### src/rtl/mem_bus_arbiter.sv
`timescale 1ns/1ps
// mem_bus_arbiter
// Shares one external burst memory bus between icache refills, dcache refill/uncached reads and
// dcache writebacks/uncached stores. One transaction is in flight at a time. The dcache write
// beats its own read so an evicted dirty line reaches memory before the refill that replaces it.
// A starvation counter stops a busy dcache from locking out a pending icache refill for long.
module mem_bus_arbiter #(
  parameter int STARVE_LIMIT = 4,
  parameter int LEN_W        = 3
) (
  input  logic             clk,
  input  logic             rst,
  // icache read port
  input  logic             ic_rd_req,
  input  logic [31:0]      ic_rd_addr,
  input  logic [LEN_W-1:0] ic_rd_len,
  output logic             ic_rd_gnt,
  // dcache read port
  input  logic             dc_rd_req,
  input  logic [31:0]      dc_rd_addr,
  input  logic [LEN_W-1:0] dc_rd_len,
  output logic             dc_rd_gnt,
  // dcache write port
  input  logic             dc_wr_req,
  input  logic [31:0]      dc_wr_addr,
  input  logic [LEN_W-1:0] dc_wr_len,
  output logic             dc_wr_gnt,
  input  logic [31:0]      dc_wr_data,
  output logic             dc_wr_next,
  // read return, shared by both readers
  output logic [31:0]      ret_data,
  output logic             ic_ret_valid,
  output logic             dc_ret_valid,
  output logic             ret_last,
  // external memory bus
  output logic             bus_req,
  output logic             bus_we,
  output logic [31:0]      bus_addr,
  output logic [LEN_W-1:0] bus_len,
  input  logic             bus_ready,
  output logic [31:0]      bus_wdata,
  output logic             bus_wvalid,
  output logic             bus_wlast,
  input  logic             bus_wready,
  input  logic [31:0]      bus_rdata,
  input  logic             bus_rvalid,
  input  logic             bus_rlast
);

  localparam int SC_W = $clog2(STARVE_LIMIT + 1);
  localparam logic [SC_W-1:0] STARVE_MAX = SC_W'(STARVE_LIMIT);

  typedef enum logic [1:0] {
    S_IDLE  = 2'd0,
    S_CMD   = 2'd1,
    S_RDATA = 2'd2,
    S_WDATA = 2'd3
  } state_e;

  typedef enum logic [1:0] {
    OWN_NONE  = 2'd0,
    OWN_IC    = 2'd1,
    OWN_DC_RD = 2'd2,
    OWN_DC_WR = 2'd3
  } owner_e;

  state_e           state_q,  state_d;
  owner_e           owner_q,  owner_d;
  logic [31:0]      addr_q,   addr_d;
  logic [LEN_W-1:0] len_q,    len_d;
  logic [SC_W-1:0]  starve_q, starve_d;
  logic [LEN_W-1:0] beat_q,   beat_d;

  // Exposed under the historical names so debug probes keep working.
  logic [SC_W-1:0]  starve_cnt_q;
  logic [LEN_W-1:0] beat_cnt_q;
  assign starve_cnt_q = starve_q;
  assign beat_cnt_q   = beat_q;

  logic last_beat;
  logic ic_starved;
  logic owner_req;

  assign last_beat  = (beat_q == len_q);
  assign ic_starved = ic_rd_req && (starve_q == STARVE_MAX);

  // Request line of whichever requester currently owns the command phase.
  always_comb begin
    owner_req = 1'b0;
    unique case (owner_q)
      OWN_IC:    owner_req = ic_rd_req;
      OWN_DC_RD: owner_req = dc_rd_req;
      OWN_DC_WR: owner_req = dc_wr_req;
      default:   owner_req = 1'b0;
    endcase
  end

  // State, ownership, command fields and counters.
  // NOTE: sequential state uses non-blocking assignments so every register samples pre-edge values.
  // NOTE: the command fields are reset along with the control state; all are small flops, and a
  // defined value keeps the bus side free of X after power-up.
  always_ff @(posedge clk or posedge rst) begin
    if (rst) begin
      state_q  <= S_IDLE;
      owner_q  <= OWN_NONE;
      addr_q   <= '0;
      len_q    <= '0;
      starve_q <= '0;
      beat_q   <= '0;
    end else begin
      state_q  <= state_d;
      owner_q  <= owner_d;
      addr_q   <= addr_d;
      len_q    <= len_d;
      starve_q <= starve_d;
      beat_q   <= beat_d;
    end
  end

  // Arbitration, command handshake, beat routing and next-state selection.
  // NOTE: every signal driven here gets a default first so no path can infer a latch.
  always_comb begin
    state_d      = state_q;
    owner_d      = owner_q;
    addr_d       = addr_q;
    len_d        = len_q;
    starve_d     = starve_q;
    beat_d       = beat_q;
    ic_rd_gnt    = 1'b0;
    dc_rd_gnt    = 1'b0;
    dc_wr_gnt    = 1'b0;
    dc_wr_next   = 1'b0;
    ret_data     = '0;
    ic_ret_valid = 1'b0;
    dc_ret_valid = 1'b0;
    ret_last     = 1'b0;
    bus_req      = 1'b0;
    bus_we       = 1'b0;
    bus_addr     = '0;
    bus_len      = '0;
    bus_wdata    = '0;
    bus_wvalid   = 1'b0;
    bus_wlast    = 1'b0;

    unique case (state_q)
      S_IDLE: begin
        // No icache request means no starvation history to keep.
        if (!ic_rd_req) begin
          starve_d = '0;
        end
        if (ic_starved) begin
          owner_d = OWN_IC;
          addr_d  = ic_rd_addr;
          len_d   = ic_rd_len;
          state_d = S_CMD;
        end else if (dc_wr_req) begin
          // Writes first: a dirty victim must land before its refill read.
          owner_d = OWN_DC_WR;
          addr_d  = dc_wr_addr;
          len_d   = dc_wr_len;
          state_d = S_CMD;
        end else if (dc_rd_req) begin
          owner_d = OWN_DC_RD;
          addr_d  = dc_rd_addr;
          len_d   = dc_rd_len;
          state_d = S_CMD;
        end else if (ic_rd_req) begin
          owner_d = OWN_IC;
          addr_d  = ic_rd_addr;
          len_d   = ic_rd_len;
          state_d = S_CMD;
        end
      end

      S_CMD: begin
        bus_req  = 1'b1;
        bus_we   = (owner_q == OWN_DC_WR);
        bus_addr = addr_q;
        bus_len  = len_q;
        if (bus_ready) begin
          beat_d = '0;
          unique case (owner_q)
            OWN_IC: begin
              ic_rd_gnt = 1'b1;
              starve_d  = '0;
              state_d   = S_RDATA;
            end
            OWN_DC_RD: begin
              dc_rd_gnt = 1'b1;
              if (ic_rd_req && (starve_q != STARVE_MAX)) begin
                starve_d = starve_q + 1'b1;
              end
              state_d = S_RDATA;
            end
            OWN_DC_WR: begin
              dc_wr_gnt = 1'b1;
              if (ic_rd_req && (starve_q != STARVE_MAX)) begin
                starve_d = starve_q + 1'b1;
              end
              state_d = S_WDATA;
            end
            default: begin
              state_d = S_IDLE;
            end
          endcase
        end
      end

      S_RDATA: begin
        // Beats are not counted; the bus marks the end of the burst.
        ret_data     = bus_rdata;
        ic_ret_valid = bus_rvalid && (owner_q == OWN_IC);
        dc_ret_valid = bus_rvalid && (owner_q == OWN_DC_RD);
        ret_last     = bus_rvalid && bus_rlast;
        if (bus_rvalid && bus_rlast) begin
          owner_d = OWN_NONE;
          state_d = S_IDLE;
        end
      end

      S_WDATA: begin
        bus_wvalid = 1'b1;
        bus_wdata  = dc_wr_data;
        bus_wlast  = last_beat;
        if (bus_wready) begin
          dc_wr_next = 1'b1;
          beat_d     = beat_q + 1'b1;
          if (last_beat) begin
            owner_d = OWN_NONE;
            state_d = S_IDLE;
          end
        end
      end

      default: begin
        state_d = S_IDLE;
        owner_d = OWN_NONE;
      end
    endcase
  end

  // A requester may not withdraw its request while its command is waiting on the bus.
  a_req_held_until_gnt: assert property (
    @(posedge clk) disable iff (rst) (state_q == S_CMD) |-> owner_req
  );

endmodule

### config.mk
export PLATFORM = sky130hd
export DESIGN_NAME = mem_bus_arbiter
export DESIGN_NICKNAME = d
export VERILOG_FILES = /design/src/rtl/mem_bus_arbiter.sv
export SDC_FILE = /design/constraint.sdc
export NUM_CORES = 1
export LEC_CHECK = 0
export CORE_MARGIN = 10
export CORE_UTILIZATION = 31
export DETAILED_ROUTE_END_ITERATION = 10
export PLACE_DENSITY = 0.82
export SYNTH_ARGS = -nofsm -noshare
export SYNTH_HDL_FRONTEND = slang
export SYNTH_SLANG_ARGS = --single-unit
### constraint.sdc
create_clock -name clk -period 2.2 [get_ports clk]
set_clock_uncertainty 0.2 [all_clocks]
set_input_delay 0.44 -clock clk [delete_from_list [all_inputs] [get_ports clk]]
set_output_delay 0.44 -clock clk [all_outputs]
set_load 0.1 [all_outputs]
* Word-level counts from Yosys, hierarchy flattened *
Cells that the tools add are included.

word-level totals
  bits in registers = 45
  bits of input ports = 178
  output and inout port bits = 110
  logic and storage cells = 94

cells by class
  add/subtract/negate cells = 2
  equality and inequality tests = 17
  muxes and demuxes = 52
  reduce and logical (&&, ||, !) cells = 17

operator list
  cell                                                                   count
  32-bit two-way mux                                                     7
  3-bit two-way mux                                                      10
  2-bit two-way mux                                                      11
  1-bit two-way mux                                                      18
  3-bit case mux with 2 select lines                                     3
  5-bit AND reduction                                                    3
  2-bit != test, second input constant                                   5
  3-bit != test, second input constant                                   3
  2-bit equality test, second input constant                             4
  2-bit case mux with 4 select lines                                     1
  3-bit by 1-bit adder with 3-bit output, second input constant          2
  2-bit case mux with 3 select lines                                     1
  1-bit logical AND                                                      5
  5-bit != test, second input constant                                   1
  2-bit by 1-bit equality test with 1-bit output, second input constant  2
  2-bit case mux with 2 select lines                                     1
  2-bit nonzero test                                                     2
  4-bit nonzero test                                                     1
  2-bit OR reduction                                                     2
  3-bit equality test                                                    1
  3-bit equality test, second input constant                             1
  3-bit AND reduction                                                    1
  3-bit nonzero test                                                     1
  2-bit logical NOT                                                      1
  2-bit AND reduction                                                    1

* Longest topological paths before layout *
Gate-level depths: netlist of the first run.

  depth in word-level cells = 6
  gate-level depth with buffers = 8
  mapped depth without buffers = 6

* Least setup slack after synthesis of the first run *
OpenSTA, ideal clock, no wires.

  path kind = register to output
  from = reg state_q[1]
  to = out dc_rd_gnt
  arrival time = 3064 ps
  required time = 1560 ps
  slack = -1504 ps
  stages on the path, launching flop included = 6
  buffers on the path = 2
  cells stage by stage = dfrtp_1 buf_4 nor2b_1 buf_2 nand2_1 nor3b_1

on the way
  word-level cells in the longest chain between the ends = 2

ends and longest elaborated chain
  item                                            RTL line  text
  start: declaration                              67        state_e state_q, state_d;
  start signal: assignment                        111       state_q <= state_d;
  2-bit by 1-bit equality test with 1-bit output  145       unique case (state_q)
  1-bit two-way mux                               145
  end: declaration                                22        output logic dc_rd_gnt,

No other way between the ends.

* Worst setup path in the final report of the first run *
  from = reg state_q[0]
  to = out bus_we

on the way
  word-level cells in the longest chain between the ends = 2

ends and longest elaborated chain
  item                                            RTL line  text
  2-bit by 1-bit equality test with 1-bit output  145
  1-bit two-way mux                               145
  end: declaration                                37        output logic bus_we,

No other way between the ends.

==> out/qor.csv, run 1 <==
stage,metric,value,unit
logic_synthesis,syn_nets,542,
clock_network,cts_made_buffers,5,
clock_network,clock_sinks,45,
detailed_routing,wl,17200,um
clock_network,worstSkewPairLatency,0.29,ns
detailed_routing,ant_nets,0,
global_routing,antenna_found_initial,0,
timing,slew_viol_final,0,
worst_setup_path,cp-endpoint,bus_we,
clock_network,clock_path_buffers,2,
worst_setup_path,r2r-end,addr_q[7],
detailed_routing,drtPass1Iterations,7,
logic_synthesis,synth_mux_area_share,1.42,%
detailed_routing,drt_iter0_drc,403,
detailed_routing,vias,4063,
timing,period_minus_slack,2.17,ns
placed_design,io_buffers,287,
logic_synthesis,syn_avg_cell_area,8.55,um^2
logic_synthesis,synthTopCellsByArea,"dfrtp_1, and2_1, a222oi_1, and3_1, a21oi_1",
timing,fin_ws,0.0287,ns
global_routing,grt_pass1_vias,4327,
worst_setup_path,path_cells,"nor2b_4, buf_12, and3_4, buf_12",
worst_setup_path,cp-startpoint,state_q[0],
worst_setup_path,worst_setup_path_start_kind,register,
detailed_routing,post_drt_via_cell_ratio,5.23,
worst_setup_path,crit_arrival,1.53,ns
detailed_routing,drc,0,
worst_setup_path,reg2reg_depth,7,
worst_setup_path,cp_max_fo,24,
logic_synthesis,yosysTopAreaCell,dfrtp_1,
worst_setup_path,cp_slowest_cell,dfrtp_2,
power_and_ir_drop,worst_ir_drop_vdd,0.000957,V
logic_synthesis,yosys_warnings,0,
timing,fmax,461,MHz
logic_synthesis,ys_ff_latch,45,
logic_synthesis,synth_top_family_by_area,simple AND/OR/NAND/NOR gates,
clock_network,cts_tree,done,
floorplan,fp-row-count,36,
logic_synthesis,synth-simple-area-share,32.2,%
power_and_ir_drop,powerDensity,1610,mW/mm^2
timing,rsz0062_at_grt,true,
worst_setup_path,ff2ff_setup_slack,0.17,ns
worst_setup_path,cpMostUsedCell,buf_12,
worst_setup_path,required,1.56,ns
timing,setup_viol,0,
finish,finalNetCount,824,
logic_synthesis,syn_inst,361,
outcome,status,"finished, final reports clean",
floorplan,core_area,0.00973,mm^2
clock_network,cts_htree_levels,2,
logic_synthesis,synth-xor-area-share,1.13,%
worst_hold_path,hp-class,in -> async,
floorplan,dieArea,0.0144,mm^2
floorplan,fp.dieH,120,um
logic_synthesis,syn_area,0.00309,mm^2
clock_network,holdBufCountCts,0,
job,drv_cap,0,
clock_network,cts-root-buf,clkbuf_8,
logic_synthesis,synth_fa_ha_area_share,1.22,%
logic_synthesis,yosysUniqueCellTypes,36,
worst_setup_path,slowest_delay,0.43,ns
timing,period_share,98.7,%
floorplan,initial_core_util,31.7,%
placed_design,detailedPlace.worstSlack,-0.144,ns
logic_synthesis,yosysSeqAreaShare,36.5,%
global_routing,grt_pass1_wl,25900,um
worst_setup_path,end_kind,output port,
power_and_ir_drop,p_leak,3.16,nW
global_routing,grt_max_degree,39,
placed_design,gp_congestion,0.837,
finish,antenna_cells,0,
floorplan,die_width,120,um
logic_synthesis,synth_compound_area_share,20.3,%
finish,synthToLayoutAreaGrowth,147,%
clock_network,clkTransAtPathRegs,0.09,ns
placed_design,hpwl,14900,um
detailed_routing,post_drt_wl_per_cell,22.1,um
finish,nFillCells,578,
worst_setup_path,r2r-start,starve_cnt_q[0],
finish,drive_gt1_share,41.0,%
logic_synthesis,netlist.area_leader.share,36.5,%
worst_setup_path,worstSetupPathType,reg -> out,
global_routing,grt_util_all_layers,22.8,%
global_routing,gr-total-overflow,0,
floorplan,top_level_ports,288,
timing,hold_viol,0,
timing,slew_headroom,71.3,%
timing,tightest_slew,0.430,ns
timing,tns,0,ns
[cell usage after synthesis (all sizes together)]
cell type	instances
or2	1
a211oi	1
nor2b	2
and2	70
buf	14
mux2i	1
nand2	13
xor2	3
a31oi	3
o21ai	4
nand2b	1
a222oi	35
xnor2	1
a32oi	1
nor2	44
a21oi	38
inv	5
nand4bb	1
nor3b	3
nand4b	1
nand3	3
clkbuf	22
nor3	4
and3	35
o211ai	3
dfrtp	45
o2bb2ai	1
ha	3
mux2	3
[power by group]
| part | total, mW | leakage, nW | switching [mW] | internal [mW] |
|---|---|---|---|---|
| Clock | 0.502 | 0.0439 | 0.282 | 0.220 |
| Combinational | 10.2 | 2.60 | 6.46 | 3.76 |
| Sequential | 1.55 | 0.519 | 0.317 | 1.23 |
[cells by family (layout without fill, tap and decap cells)]
family          Yosys count  in the layout
flops                    45             45
buf+inv                  41            324
fa+ha+maj                 3              3
xor+xnor                  4              4
compound gates           86             86
simple gates            178            178
mux                       4              4
[layout make-up]
class | instances | area, um^2 | share of cell area (%)
sequential | 45 | 1130 | 14.8
inverter | 5 | 22.5 | 0.295
timing repair buffer | 311 | 4260 | 55.7
clock inverter | 3 | 17.5 | 0.229
clock buffer | 5 | 68.8 | 0.901
tap | 133 | 166 | 2.18
multi-input combinational | 275 | 1980 | 25.9
[worst max-delay path, delay by kind of cell, from the launching register on]
kind | cells | cell delay, ns
buffers and inverters | 2 | 0.36
and+or+nand+nor | 2 | 0.44
DFF | 1 | 0.43
[layer usage]
metal / GRT usage, % / routed length, um / up-vias
met5: 0 / 0 / -
met4: 5.81 / 347 / 0
met3: 7.27 / 1480 / 20
met2: 43.2 / 9220 / 238
met1: 23.5 / 6140 / 1931
li1: - / - / 1874
[worst min-delay path by stage]
stage / depth (start not counted) / to
final: 2 / addr_q[6]
after global routing: 2 / addr_q[12]
after CTS: 2 / addr_q[13]
after detailed placement: 2 / addr_q[10]
after global placement: 2 / addr_q[25]
after floorplan: 2 / addr_q[26]
[flip-flops by register name, summed over array words and instances (netlist names)]
register / cells
addr_q: 32
beat_cnt_q: 3
len_q: 3
starve_cnt_q: 3
owner_q: 2
state_q: 2
[placed cells by master (no fill, tap or decap), drive strengths merged, types with 2 or more instances in the layout]
cell           netlist  final
clkinvlp             0      2
and3                35     35
clkinv               0      2
and2                70     70
clkbuf              22      5
a222oi              35     35
a21oi               38     38
a31oi                3      3
dfrtp               45     45
nand3                3      3
nor2b                2      2
buf                 14    134
o21ai                4      4
mux2                 3      3
xor2                 3      3
ha                   3      3
clkdlybuf4s50        0    177
nor3b                3      3
nor3                 4      4
o211ai               3      3
nand2               13     13
inv                  5      4
nor2                44     44
[per-stage QoR]
step	instances	total power [mW]	cell area, um^2	hold slack [ns]	util (%)
floorplan	361	7.84	3290	0.287	-
global placement	769	11.5	7510	0.299	77.2
detailed placement	769	11.7	7510	0.310	77.2
CTS	777	12.3	7620	0.265	78.3
global route	777	12.7	7640	0.296	78.5
finish	777	12.3	7640	0.263	78.5
[what timing repair did]
action,in CTS,in global routing
pin swaps,1,2
resized for setup,7,6
setup buffers,0,0
endpoints found under the setup margin,37,66
No activity file was read; power rests on OpenSTA's default activity.
==> inputs of run 2 (changes only) <==
--- a/config.mk
+++ b/config.mk
@@ -5,6 +5,7 @@
 export SDC_FILE = /design/constraint.sdc
 export NUM_CORES = 1
 export LEC_CHECK = 0
+export ABC_CLOCK_PERIOD_IN_PS = 2200
 export CORE_MARGIN = 10
 export CORE_UTILIZATION = 31
 export DETAILED_ROUTE_END_ITERATION = 10
==> results of run 2 <==
Final layout, timing and power as in run 1 (identical DEF).
==> inputs of run 3 (changes only) <==
--- a/config.mk
+++ b/config.mk
@@ -8,6 +8,7 @@
 export ABC_CLOCK_PERIOD_IN_PS = 2200
 export CORE_MARGIN = 10
 export CORE_UTILIZATION = 31
+export CTS_CLUSTER_SIZE = 40
 export DETAILED_ROUTE_END_ITERATION = 10
 export PLACE_DENSITY = 0.82
 export SYNTH_ARGS = -nofsm -noshare
==> results of run 3 <==
Final layout, timing and power as in run 1 (identical DEF).
